==> src/rtl/nl_req_ctrl_pkg.sv <==
// Shared definitions for the NonLinear request controller: op codes, FSM
// state encoding, per-op result counts and timeout defaults.
package nl_req_ctrl_pkg;

  typedef enum logic [1:0] {
    OP_PREDICT = 2'd0,
    OP_NEWLM   = 2'd1,
    OP_UPDATE  = 2'd2,
    OP_RSVD    = 2'd3
  } op_e;

  typedef enum logic [1:0] {
    ST_IDLE   = 2'd0,
    ST_LAUNCH = 2'd1,
    ST_WAIT   = 2'd2,
    ST_DRAIN  = 2'd3
  } state_e;

  localparam int TIMEOUT_W_DEFAULT = 12;
  localparam int TIMEOUT_DEFAULT   = 2047;

  localparam logic [2:0] N_PREDICT = 3'd3;
  localparam logic [2:0] N_NEWLM   = 3'd2;
  localparam logic [2:0] N_UPDATE  = 3'd6;

  function automatic logic [2:0] result_count(input op_e op);
    case (op)
      OP_PREDICT: return N_PREDICT;
      OP_NEWLM:   return N_NEWLM;
      OP_UPDATE:  return N_UPDATE;
      default:    return 3'd0;
    endcase
  endfunction

endpackage

==> src/rtl/nl_req_ctrl_result_buf.sv <==
// Six-word capture buffer for NonLinear results, loaded in the done cycle
// and read back one word at a time by index.
module nl_result_buf #(
  parameter int DW = 32
) (
  input  logic          clk,
  input  logic          sys_rst,
  input  logic          cap_en,
  input  logic [DW-1:0] d0,
  input  logic [DW-1:0] d1,
  input  logic [DW-1:0] d2,
  input  logic [DW-1:0] d3,
  input  logic [DW-1:0] d4,
  input  logic [DW-1:0] d5,
  input  logic [2:0]    idx,
  output logic [DW-1:0] rd_data
);

  logic [DW-1:0] regs [6];

  // NOTE: the buffer is reset so stale results from an aborted op never leak out.
  always_ff @(posedge clk) begin
    if (sys_rst) begin
      for (int i = 0; i < 6; i++) regs[i] <= '0;
    end else if (cap_en) begin
      regs[0] <= d0;
      regs[1] <= d1;
      regs[2] <= d2;
      regs[3] <= d3;
      regs[4] <= d4;
      regs[5] <= d5;
    end
  end

  always_comb begin
    case (idx)
      3'd0:    rd_data = regs[0];
      3'd1:    rd_data = regs[1];
      3'd2:    rd_data = regs[2];
      3'd3:    rd_data = regs[3];
      3'd4:    rd_data = regs[4];
      3'd5:    rd_data = regs[5];
      default: rd_data = '0;
    endcase
  end

endmodule

==> src/rtl/nl_req_ctrl.sv <==
// RSA-side initiator for the NonLinear init/done interface: launches one op,
// waits for its done (with timeout), then streams the captured results.
module nl_req_ctrl
  import nl_req_ctrl_pkg::*;
#(
  parameter int RSA_DW    = 32,
  parameter int RSA_AW    = 17,
  parameter int TIMEOUT_W = TIMEOUT_W_DEFAULT,
  parameter int TIMEOUT   = TIMEOUT_DEFAULT
) (
  input  logic              clk,
  input  logic              sys_rst,
  input  logic              req_val,
  output logic              req_rdy,
  input  logic [1:0]        req_op,
  input  logic [RSA_DW-1:0] req_xk,
  input  logic [RSA_DW-1:0] req_yk,
  input  logic [RSA_DW-1:0] req_lkx,
  input  logic [RSA_DW-1:0] req_lky,
  input  logic [RSA_AW-1:0] req_xita,
  output logic              init_predict,
  output logic              init_newlm,
  output logic              init_update,
  output logic [RSA_DW-1:0] xk,
  output logic [RSA_DW-1:0] yk,
  output logic [RSA_DW-1:0] lkx,
  output logic [RSA_DW-1:0] lky,
  output logic [RSA_AW-1:0] xita,
  input  logic              done_predict,
  input  logic              done_newlm,
  input  logic              done_update,
  input  logic [RSA_DW-1:0] result_0,
  input  logic [RSA_DW-1:0] result_1,
  input  logic [RSA_DW-1:0] result_2,
  input  logic [RSA_DW-1:0] result_3,
  input  logic [RSA_DW-1:0] result_4,
  input  logic [RSA_DW-1:0] result_5,
  output logic              res_val,
  input  logic              res_rdy,
  output logic [RSA_DW-1:0] res_data,
  output logic [2:0]        res_idx,
  output logic              res_last,
  output logic              err_timeout,
  output logic              busy
);

  state_e                state;
  op_e                   op_q;
  logic [TIMEOUT_W-1:0]  cnt;
  logic [2:0]            ptr;
  logic                  done_match;
  logic                  last_word;
  logic                  cap_en;
  logic [RSA_DW-1:0]     buf_data;

  // NOTE: every variable gets a default before the case so no latch is inferred.
  always_comb begin
    done_match = 1'b0;
    case (op_q)
      OP_PREDICT: done_match = done_predict;
      OP_NEWLM:   done_match = done_newlm;
      OP_UPDATE:  done_match = done_update;
      default:    done_match = 1'b0;
    endcase
  end

  assign last_word = (ptr == result_count(op_q) - 3'd1);
  assign cap_en    = (state == ST_WAIT) && done_match;

  // A done arriving in the very cycle the count hits TIMEOUT still wins.
  assign err_timeout = (state == ST_WAIT) && !done_match &&
                       (cnt == TIMEOUT_W'(TIMEOUT));

  assign req_rdy  = (state == ST_IDLE);
  assign busy     = (state != ST_IDLE);
  assign res_val  = (state == ST_DRAIN);
  assign res_idx  = ptr;
  assign res_last = res_val && last_word;
  assign res_data = res_val ? buf_data : '0;

  nl_result_buf #(.DW(RSA_DW)) u_result_buf (
    .clk     (clk),
    .sys_rst (sys_rst),
    .cap_en  (cap_en),
    .d0      (result_0),
    .d1      (result_1),
    .d2      (result_2),
    .d3      (result_3),
    .d4      (result_4),
    .d5      (result_5),
    .idx     (ptr),
    .rd_data (buf_data)
  );

  // NOTE: sequential state uses non-blocking assignments only.
  always_ff @(posedge clk) begin
    if (sys_rst) begin
      state        <= ST_IDLE;
      op_q         <= OP_PREDICT;
      cnt          <= '0;
      ptr          <= '0;
      init_predict <= 1'b0;
      init_newlm   <= 1'b0;
      init_update  <= 1'b0;
      xk           <= '0;
      yk           <= '0;
      lkx          <= '0;
      lky          <= '0;
      xita         <= '0;
    end else begin
      init_predict <= 1'b0;
      init_newlm   <= 1'b0;
      init_update  <= 1'b0;
      case (state)
        ST_IDLE: begin
          // Reserved op is consumed without touching the operand registers.
          if (req_val && (op_e'(req_op) != OP_RSVD)) begin
            op_q         <= op_e'(req_op);
            xk           <= req_xk;
            yk           <= req_yk;
            lkx          <= req_lkx;
            lky          <= req_lky;
            xita         <= req_xita;
            init_predict <= (op_e'(req_op) == OP_PREDICT);
            init_newlm   <= (op_e'(req_op) == OP_NEWLM);
            init_update  <= (op_e'(req_op) == OP_UPDATE);
            state        <= ST_LAUNCH;
          end
        end
        ST_LAUNCH: begin
          cnt   <= '0;
          state <= ST_WAIT;
        end
        ST_WAIT: begin
          if (done_match) begin
            ptr   <= '0;
            state <= ST_DRAIN;
          end else if (err_timeout) begin
            state <= ST_IDLE;
          end else begin
            cnt <= cnt + TIMEOUT_W'(1);
          end
        end
        ST_DRAIN: begin
          if (res_rdy) begin
            if (last_word) begin
              ptr   <= '0;
              state <= ST_IDLE;
            end else begin
              ptr <= ptr + 3'd1;
            end
          end
        end
        default: state <= ST_IDLE;
      endcase
    end
  end

endmodule

==> config.mk <==
export PLATFORM = sky130hd
export DESIGN_NAME = nl_req_ctrl
export DESIGN_NICKNAME = d
export VERILOG_FILES = /design/src/rtl/nl_req_ctrl_pkg.sv /design/src/rtl/nl_req_ctrl_result_buf.sv /design/src/rtl/nl_req_ctrl.sv
export SDC_FILE = /design/constraint.sdc
export NUM_CORES = 1
export LEC_CHECK = 0
export BUFFER_PORTS_ARGS = -buffer_cell sky130_fd_sc_hd__buf_2
export CORE_AREA = 2 2 206 208
export CTS_CLUSTER_SIZE = 28
export DETAILED_ROUTE_END_ITERATION = 10
export DIE_AREA = 0 0 208 210
export PLACE_DENSITY = 0.62
export SKIP_CTS_REPAIR_TIMING = 1
export SLEW_MARGIN = 20
export SYNTH_ARGS = -nofsm -noshare
export SYNTH_HDL_FRONTEND = slang
export SYNTH_SLANG_ARGS = --single-unit
==> constraint.sdc <==
create_clock -name clk -period 7.2 [get_ports clk]
set_clock_uncertainty 0.1 [all_clocks]
set_input_delay 1.44 -clock clk [delete_from_list [all_inputs] [get_ports clk]]
set_output_delay 1.44 -clock clk [all_outputs]
set_load 0.1 [all_outputs]
Yosys cells after proc, flatten, opt, wreduce, memory -nomap -nowiden
Memory sizes are Yosys's and may differ from the RTL's.
Index checks and enable logic that the tools add are counted.
{"block": "totals", "reg_bits": 167, "memories": 1, "ramBits": 192, "word_cells": 92}
{"block": "classes", "add_sub_neg": 3, "n_reduce_logical": 18, "muxes": 28, "n_eq_ne": 22, "n_bitwise": 8}
{"memory": "u_result_buf.regs", "words": 6, "width": 32, "read_ports": 6, "rd_ports_with_merged_regs": 0, "write_ports": 6, "line": "nl_req_ctrl_result_buf.sv:19", "rtl": "logic [DW-1:0] regs [6];"}
{"cell": "32-bit two-way mux", "n": 7}
{"cell": "32-bit case mux with 6 select lines", "n": 1}
{"cell": "12-bit two-way mux", "n": 2}
{"cell": "12-bit case mux with 2 select lines", "n": 1}
{"cell": "12-bit by 1-bit adder with 12-bit output, second input constant", "n": 1}
{"cell": "12-bit by 11-bit equality test with 1-bit output, second input constant", "n": 1}
{"cell": "2-bit two-way mux", "n": 5}
{"cell": "3-bit two-way mux", "n": 3}
{"cell": "3-bit case mux with 3 select lines", "n": 1}
{"cell": "2-bit equality test, second input constant", "n": 4}
{"cell": "2-bit inequality test, second input constant", "n": 4}
{"cell": "2-bit case mux with 4 select lines", "n": 1}
{"cell": "2-bit by 1-bit equality test with 1-bit output, second input constant", "n": 3}
{"cell": "3-bit by 2-bit equality test with 1-bit output, second input constant", "n": 2}
{"cell": "3-bit equality test, second input constant", "n": 2}
{"cell": "2-bit zero test", "n": 3}
{"cell": "2-bit by 1-bit inequality test with 1-bit output, second input constant", "n": 3}
{"cell": "1-bit bitwise OR", "n": 6}
{"cell": "3-bit case mux with 2 select lines", "n": 1}
{"cell": "3-bit AND reduction", "n": 2}
{"cell": "2-bit nonzero test", "n": 3}
{"cell": "1-bit logical AND", "n": 5}
{"cell": "1-bit two-way mux", "n": 5}
{"cell": "4-bit AND reduction", "n": 1}
{"cell": "other kinds (11)", "n": 12}

Longest topological paths before layout
Gate-level depths: netlist of run 1.
{"block": "depth", "depth_word": 8, "ltp_mapped": 7, "ltp_nobuf": 6}

Modules after synthesis
A second synthesis of run 1 with hierarchy kept.
{"block": "hier_totals", "hier_cells": 1457, "area_unflattened_um2": 15377.2}
{"module": "nl_result_buf", "instances": 1, "area_each_um2": 8929.8, "cells_per_inst": 633}
{"module": "nl_req_ctrl", "instances": 1, "area_each_um2": 6447.4, "cells_per_inst": 824}

Worst setup path after synthesis of run 1
Ideal clock, no wire load.
{"block": "synth_timing", "path_kind": "input-to-reg", "start": "in sys_rst", "end": "mem u_result_buf.regs[0][0] (enable)", "path_stages": 3, "t_arrival_ns": 5.865, "path_buffers": 2, "setup_ns": 0.551, "required_ns": 6.549, "setup_slack_ns": 0.683, "cell_sequence": "clkbuf_1 buf_1 a21o_1"}
{"element": "from (decl)", "line": "nl_req_ctrl.sv:12", "rtl": "input logic sys_rst,"}
{"element": "to (decl)", "line": "nl_req_ctrl_result_buf.sv:19"}

Worst setup path after layout of run 1
{"block": "layout_timing", "start": "reg ptr[1], in the netlist res_idx[1]", "end": "out res_data[10]"}
{"block": "layout_between", "elab_chain_len": 3}
{"element": "from (decl)", "line": "nl_req_ctrl.sv:50", "rtl": "logic [2:0] ptr;"}
{"element": "from (signal assigned)", "line": "nl_req_ctrl.sv:150", "rtl": "ptr <= ptr + 3'd1;"}
{"element": "3-bit equality test (tied with other cells)", "line": "nl_req_ctrl_result_buf.sv:36", "rtl": "case (idx)"}
{"element": "32-bit case mux with 6 select lines (*)", "line": "nl_req_ctrl_result_buf.sv:36"}
{"element": "32-bit two-way mux (*)", "line": "nl_req_ctrl.sv:79", "rtl": "assign res_data = res_val ? buf_data : '0;"}
{"element": "to (decl)", "line": "nl_req_ctrl.sv:40", "rtl": "output logic [RSA_DW-1:0] res_data,"}
Every way passes the cells marked *; elsewhere a longest branch is shown, timed or not.

==> flow_metrics.py, run 1 <==
metrics = {
    "critical_path": {
        "crit_family": "buffers and inverters",
        "arrival_ns": 3.40,
        "slowest_stage": "nor2b_1",
        "cp-start-kind": "flip-flop",
        "critPathRequiredTime_ns": 5.66,
        "path_buf_inv": 3,
        "worst_setup_path_end_kind": "output pin",
        "critPathMaxStageDelay_ns": 0.90,
        "crit_path_max_fanout": 24,
        "path_class": "reg -> out",
        "path_cells": "inv_1 > ha_1 > buf_4 > nor2b_1 > a22oi_1 > a31oi_1 > buf_2",
    },
    "die": {
        "die_h_um": 210,
        "core_um2": 41500,
        "ios": 534,
        "rows": 75,
        "fp.dieArea_um2": 43700,
        "fp.dieW_um": 208,
        "initial_core_util": 0.352,
    },
    "global_routing": {
        "grt.overflow.total": 0,
        "grt_pass1_wl_um": 68400,
        "antenna_found_initial": 15,
        "grt_max_degree": 125,
        "grtUsageTotal": 0.202,
        "grt_pass1_vias": 11800,
    },
    "place": {
        "dp_hpwl_um": 31600,
        "place_ws_ns": 2.33,
        "placed_area_um2": 17700,
        "dp.cells": 2360,
        "gp_congestion": 0.833,
        "io_buffers": 533,
    },
    "detailed_routing": {
        "drtAntennaViolNets": 0,
        "wl_per_cell_um": 18.8,
        "route.detailed.drc": 0,
        "via_count": 11800,
        "wl_um": 46100,
        "drt_first_pass_iters": 5,
        "vias_per_cell": 4.84,
        "drt_iter0_drc": 823,
    },
    "logic_synthesis": {
        "ys_seq_elements": 359,
        "yosys.area.top_type": "edfxtp_1",
        "synth_common_cells": "nand2_1 (337), and2_1 (197), edfxtp_1 (192)",
        "synth-async-reset-ratio": 0,
        "synthesis.nets": 1732,
        "ys.flop_type": "edfxtp_1",
        "netlist_instances": 1375,
        "synth_top_area_share": 0.395,
        "synth-edff-count": 192,
        "netlist_area_um2": 14600,
        "ys_top_cells_by_area": "edfxtp_1 (39%), dfxtp_1 (23%), nand2_1 (8.7%)",
        "yosysWarnings": 0,
        "synth.distinct_cells": 48,
        "avgSynthCellArea_um2": 10.6,
        "synth_most_common_cell": "nand2_1",
        "ys_seq_area_frac": 0.624,
    },
    "timing": {
        "final_hold_viol_count": 0,
        "finalSetupViolCount": 0,
        "fmax_mhz": 203,
        "max_slew_margin": 0.285,
        "tns_ns": 0,
        "rsz0062_at_grt": "no",
        "worst_slew_pin_slew_ns": 1.07,
        "setup_ws_ns": 2.26,
        "period_needed_ns": 4.94,
        "slew_violations": 0,
        "fin_crit_sh": 0.686,
    },
    "clock_network": {
        "h-tree-depth": 2,
        "clkSlewWorstSetupHoldPaths_ns": 0.06,
        "clockBufferDepth": 3,
        "cts_root_buffer": "clkbuf_16",
        "clock_latency_ns": 0.55,
        "cts_inserted_buffers": 42,
        "clock-sinks": 359,
        "cts_tree": "done",
    },
    "final_layout": {
        "multi_input_area_um2": 5140,
        "drive_above_1_share": 0.347,
        "fin_util": 0.461,
        "fill_cells": 3978,
        "finalNonFillerCells": 2449,
        "register_area_um2": 9110,
        "synthToLayoutAreaGrowth_pct": 30.9,
        "nets": 2223,
        "design_area_um2": 19100,
    },
    "job": {
        "cap_violations": 0,
    },
    "pwr": {
        "power.density_nw_per_um2": 277,
        "leakagePower_uw": 0.00816,
        "ir_drop_mv": 0.212,
    },
    "worst_hold_path": {
        "hold_path.class": "reg -> reg",
    },
    "run_status": {
        "status": "finished clean",
    },
}
-- kinds of logic after synthesis --
logic type | after synthesis | synth area share
AOI/OAI and AO/OA | 272 | 0.112
xor gates and xnor gates | 3 | 0.00180
adders and majority gates | 11 | 0.00943
buffers and inverters | 107 | 0.0276
DFF | 359 | 0.624
muxes | 45 | 0.0344
and+or+nand+nor | 578 | 0.190
-- per-stage QoR --
stage               total power (uW)  hold WS (ns)
floorplan                       3060         0.339
global placement                3280         0.339
detailed placement              3290         0.343
CTS                             5340         0.350
global route                    5480         0.370
finish                          5290         0.347
-- layout make-up --
cell class / count / area share
antenna: 14 / 0.00183
clock buffer: 51 / 0.0584
clock inverter: 23 / 0.00989
inverter: 9 / 0.00177
multi-input combinational: 909 / 0.269
sequential: 359 / 0.477
tap: 539 / 0.0353
timing repair buffer: 545 / 0.147
-- sequential cells by signal, indices dropped and copies added, names as in the netlist --
name,flops
cnt,12
init_newlm,1
init_predict,1
init_update,1
lkx,32
lky,32
op_q,2
res_idx,3
state,2
u_result_buf.regs,192
xita,17
xk,32
yk,32
-- path summary, 6_finish.rpt --
check / from / slack (ns) / depth (start not counted) / endpoint
setup / recovery: res_idx[1]$_SDFFE_PP0P_ / 2.26 / 7 / res_data[10]
hold / removal: yk[6]$_SDFFE_PP0P_ / 0.35 / 2 / yk[6]$_SDFFE_PP0P_
setup reg to reg: op_q[0]$_SDFFE_PP0P_ / 3.98 / 8 / u_result_buf.regs[0][105]$_SDFFCE_PN0P_
hold reg to reg: yk[6]$_SDFFE_PP0P_ / 0.35 / 2 / yk[6]$_SDFFE_PP0P_
-- metal layers --
layer	up-vias	routed length, um	track usage	part of all wire
li1	5767	-	-	-
met1	5630	19000	0.252	0.41
met2	358	22600	0.335	0.49
met3	83	3060	0.0572	0.066
met4	4	1310	0.0758	0.029
met5	-	27	0	0.00059
-- tightest hold or removal path: stages, from the launching register on --
cell and delay, ns:
dfxtp_1 0.30, nand2_1 0.05, a21oi_1 0.05
-- placed cells by master (no fill, tap or decap), types with 8 or more instances in the layout --
| cell | instances |
|---|---|
| clkinv_2 | 9 |
| a21oi_1 | 172 |
| buf_2 | 532 |
| o31ai_1 | 8 |
| edfxtp_1 | 192 |
| mux2_2 | 42 |
| and2_1 | 196 |
| diode_2 | 14 |
| a22oi_1 | 32 |
| a222oi_1 | 17 |
| ha_1 | 9 |
| inv_1 | 8 |
| a31oi_1 | 16 |
| nand2_1 | 336 |
| clkbuf_16 | 43 |
| clkinv_1 | 9 |
| buf_4 | 8 |
| dfxtp_1 | 166 |
-- power breakdown --
group / internal, uW / switching (uW) / leakage (uW) / total, uW
combinational: 187 / 728 / 0.00416 / 915
sequential: 2280 / 48.1 / 0.00335 / 2330
clock: 1210 / 833 / 0.000649 / 2040
total: 3680 / 1610 / 0.00816 / 5290
(Power assumes the default switching activity.)
==> run 2, diff against run 1 <==
==> constraint.sdc (replaced) <==
create_clock -name clk -period 4.7 [get_ports clk]
set_clock_uncertainty 0.1 [all_clocks]
set_input_delay 0.94 -clock clk [delete_from_list [all_inputs] [get_ports clk]]
set_output_delay 0.94 -clock clk [all_outputs]
set_load 0.1 [all_outputs]
==> run 2 against run 1 <==
  * Wire length decreased by 0.24%
  * Power is 56% higher
  * Sequential share of layout area down 0.42 points
  * Register-to-register slack got worse by 2.5 ns
  * Clock-buffer cell count rose by 6
  * Worst setup slack lost 2.1 ns
  * Sequential power up 53%
  * Critical endpoint is now res_data[26]
==> flow_metrics.py, run 2 (synthesis gave the netlist of run 1 again) <==
metrics = {
    "timing": {
        "whs_ns": 0.349,
        "max_slew_margin": 0.276,
        "rsz0062_at_grt": "no",
        "period_needed_ns": 4.52,
        "slew_violations": 0,
        "final_hold_viol_count": 0,
        "worst_slew_pin_slew_ns": 1.08,
        "fmax_mhz": 221,
        "finalSetupViolCount": 0,
        "tns_ns": 0,
        "fin_crit_sh": 0.961,
    },
    "critical_path": {
        "cp-start-kind": "flip-flop",
        "path_buf_inv": 2,
        "slowest_stage": "nor2b_1",
        "critPathRequiredTime_ns": 3.66,
        "crit_path_end": "res_data[26]",
        "arrival_ns": 3.48,
        "path_class": "reg -> out",
        "reg2reg_slack_ns": 1.48,
        "crit_family": "simple AND/OR/NAND/NOR gates",
        "startpoint": "res_idx[1]$_SDFFE_PP0P_",
        "worst_setup_path_end_kind": "output pin",
        "ff2ff_path_depth": 7,
        "path_depth": 6,
        "r2r-end": "u_result_buf.regs[0][20]$_SDFFCE_PN0P_",
        "regToRegStartpoint": "op_q[0]$_SDFFE_PP0P_",
        "crit_path_max_fanout": 12,
        "critPathMaxStageDelay_ns": 0.93,
        "path_cells": "inv_1 > ha_1 > nor2b_1 > a22oi_1 > a31oi_1 > buf_2",
    },
    "pwr": {
        "leakagePower_uw": 0.00821,
        "power.density_nw_per_um2": 426,
        "ir_drop_mv": 0.301,
        "fin_total_pwr_uw": 8220,
    },
    "run_status": {
        "status": "finished clean",
    },
    "detailed_routing": {
        "wl_um": 46000,
        "drt_iter0_drc": 909,
        "via_count": 11900,
        "drt_first_pass_iters": 5,
        "vias_per_cell": 4.86,
        "wl_per_cell_um": 18.7,
        "route.detailed.drc": 0,
        "drtAntennaViolNets": 0,
    },
    "clock_network": {
        "cts_root_buffer": "clkbuf_16",
        "clock_latency_ns": 0.55,
        "cts_tree": "done",
        "clockBufferDepth": 3,
        "clkSlewWorstSetupHoldPaths_ns": 0.06,
        "clock-sinks": 359,
        "h-tree-depth": 2,
        "cts_inserted_buffers": 42,
    },
    "global_routing": {
        "busiest_layer": "met2",
        "met3_usage": 0.0636,
        "grt.overflow.total": 0,
        "grt_max_degree": 193,
        "grt_pass1_wl_um": 67600,
        "grtUsageMet2": 0.329,
        "grtUsageTotal": 0.200,
        "grt_use_met1": 0.245,
        "antenna_found_initial": 20,
        "grt_pass1_vias": 11700,
    },
    "die": {
        "die_h_um": 210,
        "initial_core_util": 0.352,
        "rows": 75,
        "core_um2": 41500,
        "ios": 534,
        "fp.dieW_um": 208,
        "fp.dieArea_um2": 43700,
    },
    "final_layout": {
        "top_register": "u_result_buf.regs",
        "nets": 2226,
        "fill_cells": 4007,
        "drive_above_1_share": 0.348,
        "largest_reg_flops": 192,
        "final_common_cell": "buf_2",
        "synthToLayoutAreaGrowth_pct": 32.0,
        "final_cell_mix": "buf_2 (528), nand2_1 (336), and2_1 (196)",
    },
    "place": {
        "gp_congestion": 0.839,
        "io_buffers": 533,
        "dp_hpwl_um": 32000,
    },
    "worst_hold_path": {
        "hold_path.class": "reg -> reg",
    },
    "job": {
        "cap_violations": 0,
    },
}
run 2: through the flow:
step,setup WS [ns],utilization,cell area [um2],cells
global route,0.0350,0.464,19300,2453
global placement,0.794,0.430,17800,2363
finish,0.183,0.465,19300,2457
detailed placement,0.721,0.430,17800,2363
floorplan,0.0260,-,14600,1375
CTS,0.0869,0.463,19200,2439
run 2: final cells by class:
class	count	area, um2	area share
flip-flops and latches	359	9110	0.473
multi-input cells	909	5140	0.267
repair buffers	548	2910	0.151
clock buffers	57	1190	0.0617
well taps	539	674	0.0350
clock inverters	19	170	0.00883
diodes	17	42.5	0.00221
inverters	9	33.8	0.00175
run 2: worst min path at each step:
| stage | to | start | cells past startpoint |
|---|---|---|---|
| final | lky[23]$_SDFFE_PP0P_ | lky[23]$_SDFFE_PP0P_ | 2 |
| after global routing | lky[28]$_SDFFE_PP0P_ | lky[28]$_SDFFE_PP0P_ | 2 |
| after CTS | lky[23]$_SDFFE_PP0P_ | lky[23]$_SDFFE_PP0P_ | 2 |
| after detailed placement | lkx[16]$_SDFFE_PP0P_ | lkx[16]$_SDFFE_PP0P_ | 2 |
| after global placement | lkx[29]$_SDFFE_PP0P_ | lkx[29]$_SDFFE_PP0P_ | 2 |
| after floorplan | cnt[5]$_SDFFE_PP0P_ | cnt[5]$_SDFFE_PP0P_ | 2 |
run 2: metal layers:
metal	wire [um]	share of wire
met5	53	0.0012
met2	22400	0.49
met4	1390	0.030
met1	18500	0.40
met3	3570	0.078
run 2: power breakdown:
group          switching [uW]  internal (uW)  total (uW)
sequential               73.4           3500        3570
combinational            1110            296        1410
clock                    1300           1940        3240
total                    2490           5730        8220
run 2: worst min-delay path, delay by kind of cell, from the launching register on:
family             cells  cell delay, ns
DFF                    1            0.30
and+or+nand+nor        1            0.05
AOI/OAI and AO/OA      1            0.05
==> run 3, diff against run 2 <==
--- a/config.mk
+++ b/config.mk
@@ -6,11 +6,11 @@
 export NUM_CORES = 1
 export LEC_CHECK = 0
 export BUFFER_PORTS_ARGS = -buffer_cell sky130_fd_sc_hd__buf_2
-export CORE_AREA = 2 2 206 208
+export CORE_AREA = 2 2 208 210
 export CTS_CLUSTER_SIZE = 28
 export DETAILED_ROUTE_END_ITERATION = 10
-export DIE_AREA = 0 0 208 210
-export PLACE_DENSITY = 0.62
+export DIE_AREA = 0 0 210 212
+export PLACE_DENSITY = 0.61
 export SKIP_CTS_REPAIR_TIMING = 1
 export SLEW_MARGIN = 20
 export SYNTH_ARGS = -nofsm -noshare
==> run 3 against run 2 <==
  * Final area shrank 0.10%
  * Worst setup slack better by 0.22 ns
  * Non-clock buffer count is 1 higher
  * Critical path depth down 1
  * Critical endpoint is now res_data[7]
==> flow_metrics.py, run 3 (synthesis gave the netlist of run 1 again) <==
metrics = {
    "critical_path": {
        "arrival_ns": 3.26,
        "worst_setup_path_end_kind": "output pin",
        "critPathRequiredTime_ns": 3.66,
        "crit_path_max_fanout": 32,
        "reg2reg_slack_ns": 1.61,
        "cp-start-kind": "flip-flop",
        "regToRegStartpoint": "op_q[0]$_SDFFE_PP0P_",
        "startpoint": "res_idx[2]$_SDFFE_PP0P_",
        "r2r-end": "u_result_buf.regs[0][9]$_SDFFCE_PN0P_",
        "ff2ff_path_depth": 7,
        "path_class": "reg -> out",
    },
    "place": {
        "dp_hpwl_um": 32600,
        "dp.cells": 2372,
        "io_buffers": 533,
        "place_ws_ns": 0.813,
        "gp_congestion": 0.813,
    },
    "clock_network": {
        "cts_tree": "done",
        "clockBufferDepth": 3,
        "cts_root_buffer": "clkbuf_16",
        "h-tree-depth": 2,
        "clock-sinks": 359,
        "cts_inserted_buffers": 41,
        "clkSlewWorstSetupHoldPaths_ns": 0.06,
        "clock_latency_ns": 0.55,
    },
    "worst_hold_path": {
        "holdPathStages": 2,
        "min_from": "xk[29]$_SDFFE_PP0P_",
        "holdPathEnd": "xk[29]$_SDFFE_PP0P_",
        "hold_path.class": "reg -> reg",
    },
    "pwr": {
        "ir_drop_mv": 0.285,
        "leakagePower_uw": 0.00818,
        "power.density_nw_per_um2": 419,
    },
    "final_layout": {
        "fill_cells": 4064,
        "drive_above_1_share": 0.349,
        "finalNonFillerCells": 2464,
        "top_register": "u_result_buf.regs",
        "final_common_cell": "buf_2",
        "synthToLayoutAreaGrowth_pct": 31.9,
        "largest_reg_flops": 192,
        "final_cell_mix": "buf_2 (525), nand2_1 (336), and2_1 (196)",
        "nets": 2226,
    },
    "global_routing": {
        "grt.overflow.total": 0,
        "grtUsageTotal": 0.197,
        "grt_pass1_wl_um": 66900,
        "grt_pass1_vias": 11600,
        "antenna_found_initial": 19,
        "grt_max_degree": 193,
    },
    "die": {
        "core_um2": 42500,
        "ios": 534,
        "initial_core_util": 0.344,
        "fp.dieW_um": 210,
        "fp.dieArea_um2": 44500,
        "rows": 76,
        "die_h_um": 212,
    },
    "detailed_routing": {
        "via_count": 12000,
        "drt_iter0_drc": 886,
        "drt_first_pass_iters": 5,
        "vias_per_cell": 4.87,
        "route.detailed.drc": 0,
        "drtAntennaViolNets": 0,
        "wl_um": 46400,
        "wl_per_cell_um": 18.8,
    },
    "timing": {
        "tns_ns": 0,
        "rsz0062_at_grt": "no",
        "slew_violations": 0,
        "fmax_mhz": 233,
        "setup_ws_ns": 0.404,
        "max_slew_margin": 0.392,
        "finalSetupViolCount": 0,
        "final_hold_viol_count": 0,
        "worst_slew_pin_slew_ns": 0.912,
        "fin_crit_sh": 0.914,
        "period_needed_ns": 4.30,
    },
    "run_status": {
        "status": "finished clean",
    },
    "job": {
        "cap_violations": 0,
    },
}
-- run 3: worst max path at each step --
stage                    to  slack (ns)
6_report        res_data[7]        0.40
5_1_grt         res_data[7]        0.14
4_1_cts         res_data[7]        0.28
3_5_place_dp    err_timeout        0.81
3_3_place_gp    err_timeout        0.79
2_1_floorplan  res_data[14]        0.03
-- run 3: area by class of cell --
class                      instances  area, um2  share of cell area
antenna                           18       45.0             0.00234
tap                              546        683              0.0355
clock inverter                    18        164             0.00851
multi-input combinational        909       5140               0.267
inverter                           9       33.8             0.00175
clock buffer                      56       1130              0.0588
timing repair buffer             549       2950               0.153
sequential                       359       9110               0.473
-- run 3: power breakdown --
part           total [uW]  switching (uW)  leakage (uW)  internal (uW)
registers            3570            76.6       0.00335           3500
clock network        3090            1290      0.000637           1800
logic                1410            1110       0.00419            294
total                8080            2480       0.00818           5590
-- run 3: critical path: stages (launching register included) --
cell and delay (ns):
dfxtp_2 0.58, clkinv_1 0.45, ha_2 0.62, a222oi_1 0.58, a21oi_1 0.12, buf_2 0.34
-- run 3: through the flow --
stage	utilization	hold WS, ns	cell area, um2	total power, uW
final	0.453	0.351	19300	8080
after global routing	0.453	0.369	19300	8360
after CTS	0.452	0.351	19200	8170
after detailed placement	0.421	0.343	17900	5050
after global placement	0.421	0.339	17900	5040
after floorplan	-	0.339	14600	4680
-- run 3: routing by layer --
metal,GRT usage,share of wire,up-vias
li1,-,-,5790
met1,0.249,0.42,5693
met2,0.319,0.48,421
met3,0.0518,0.069,97
met4,0.0868,0.034,2
met5,0,0.00015,-
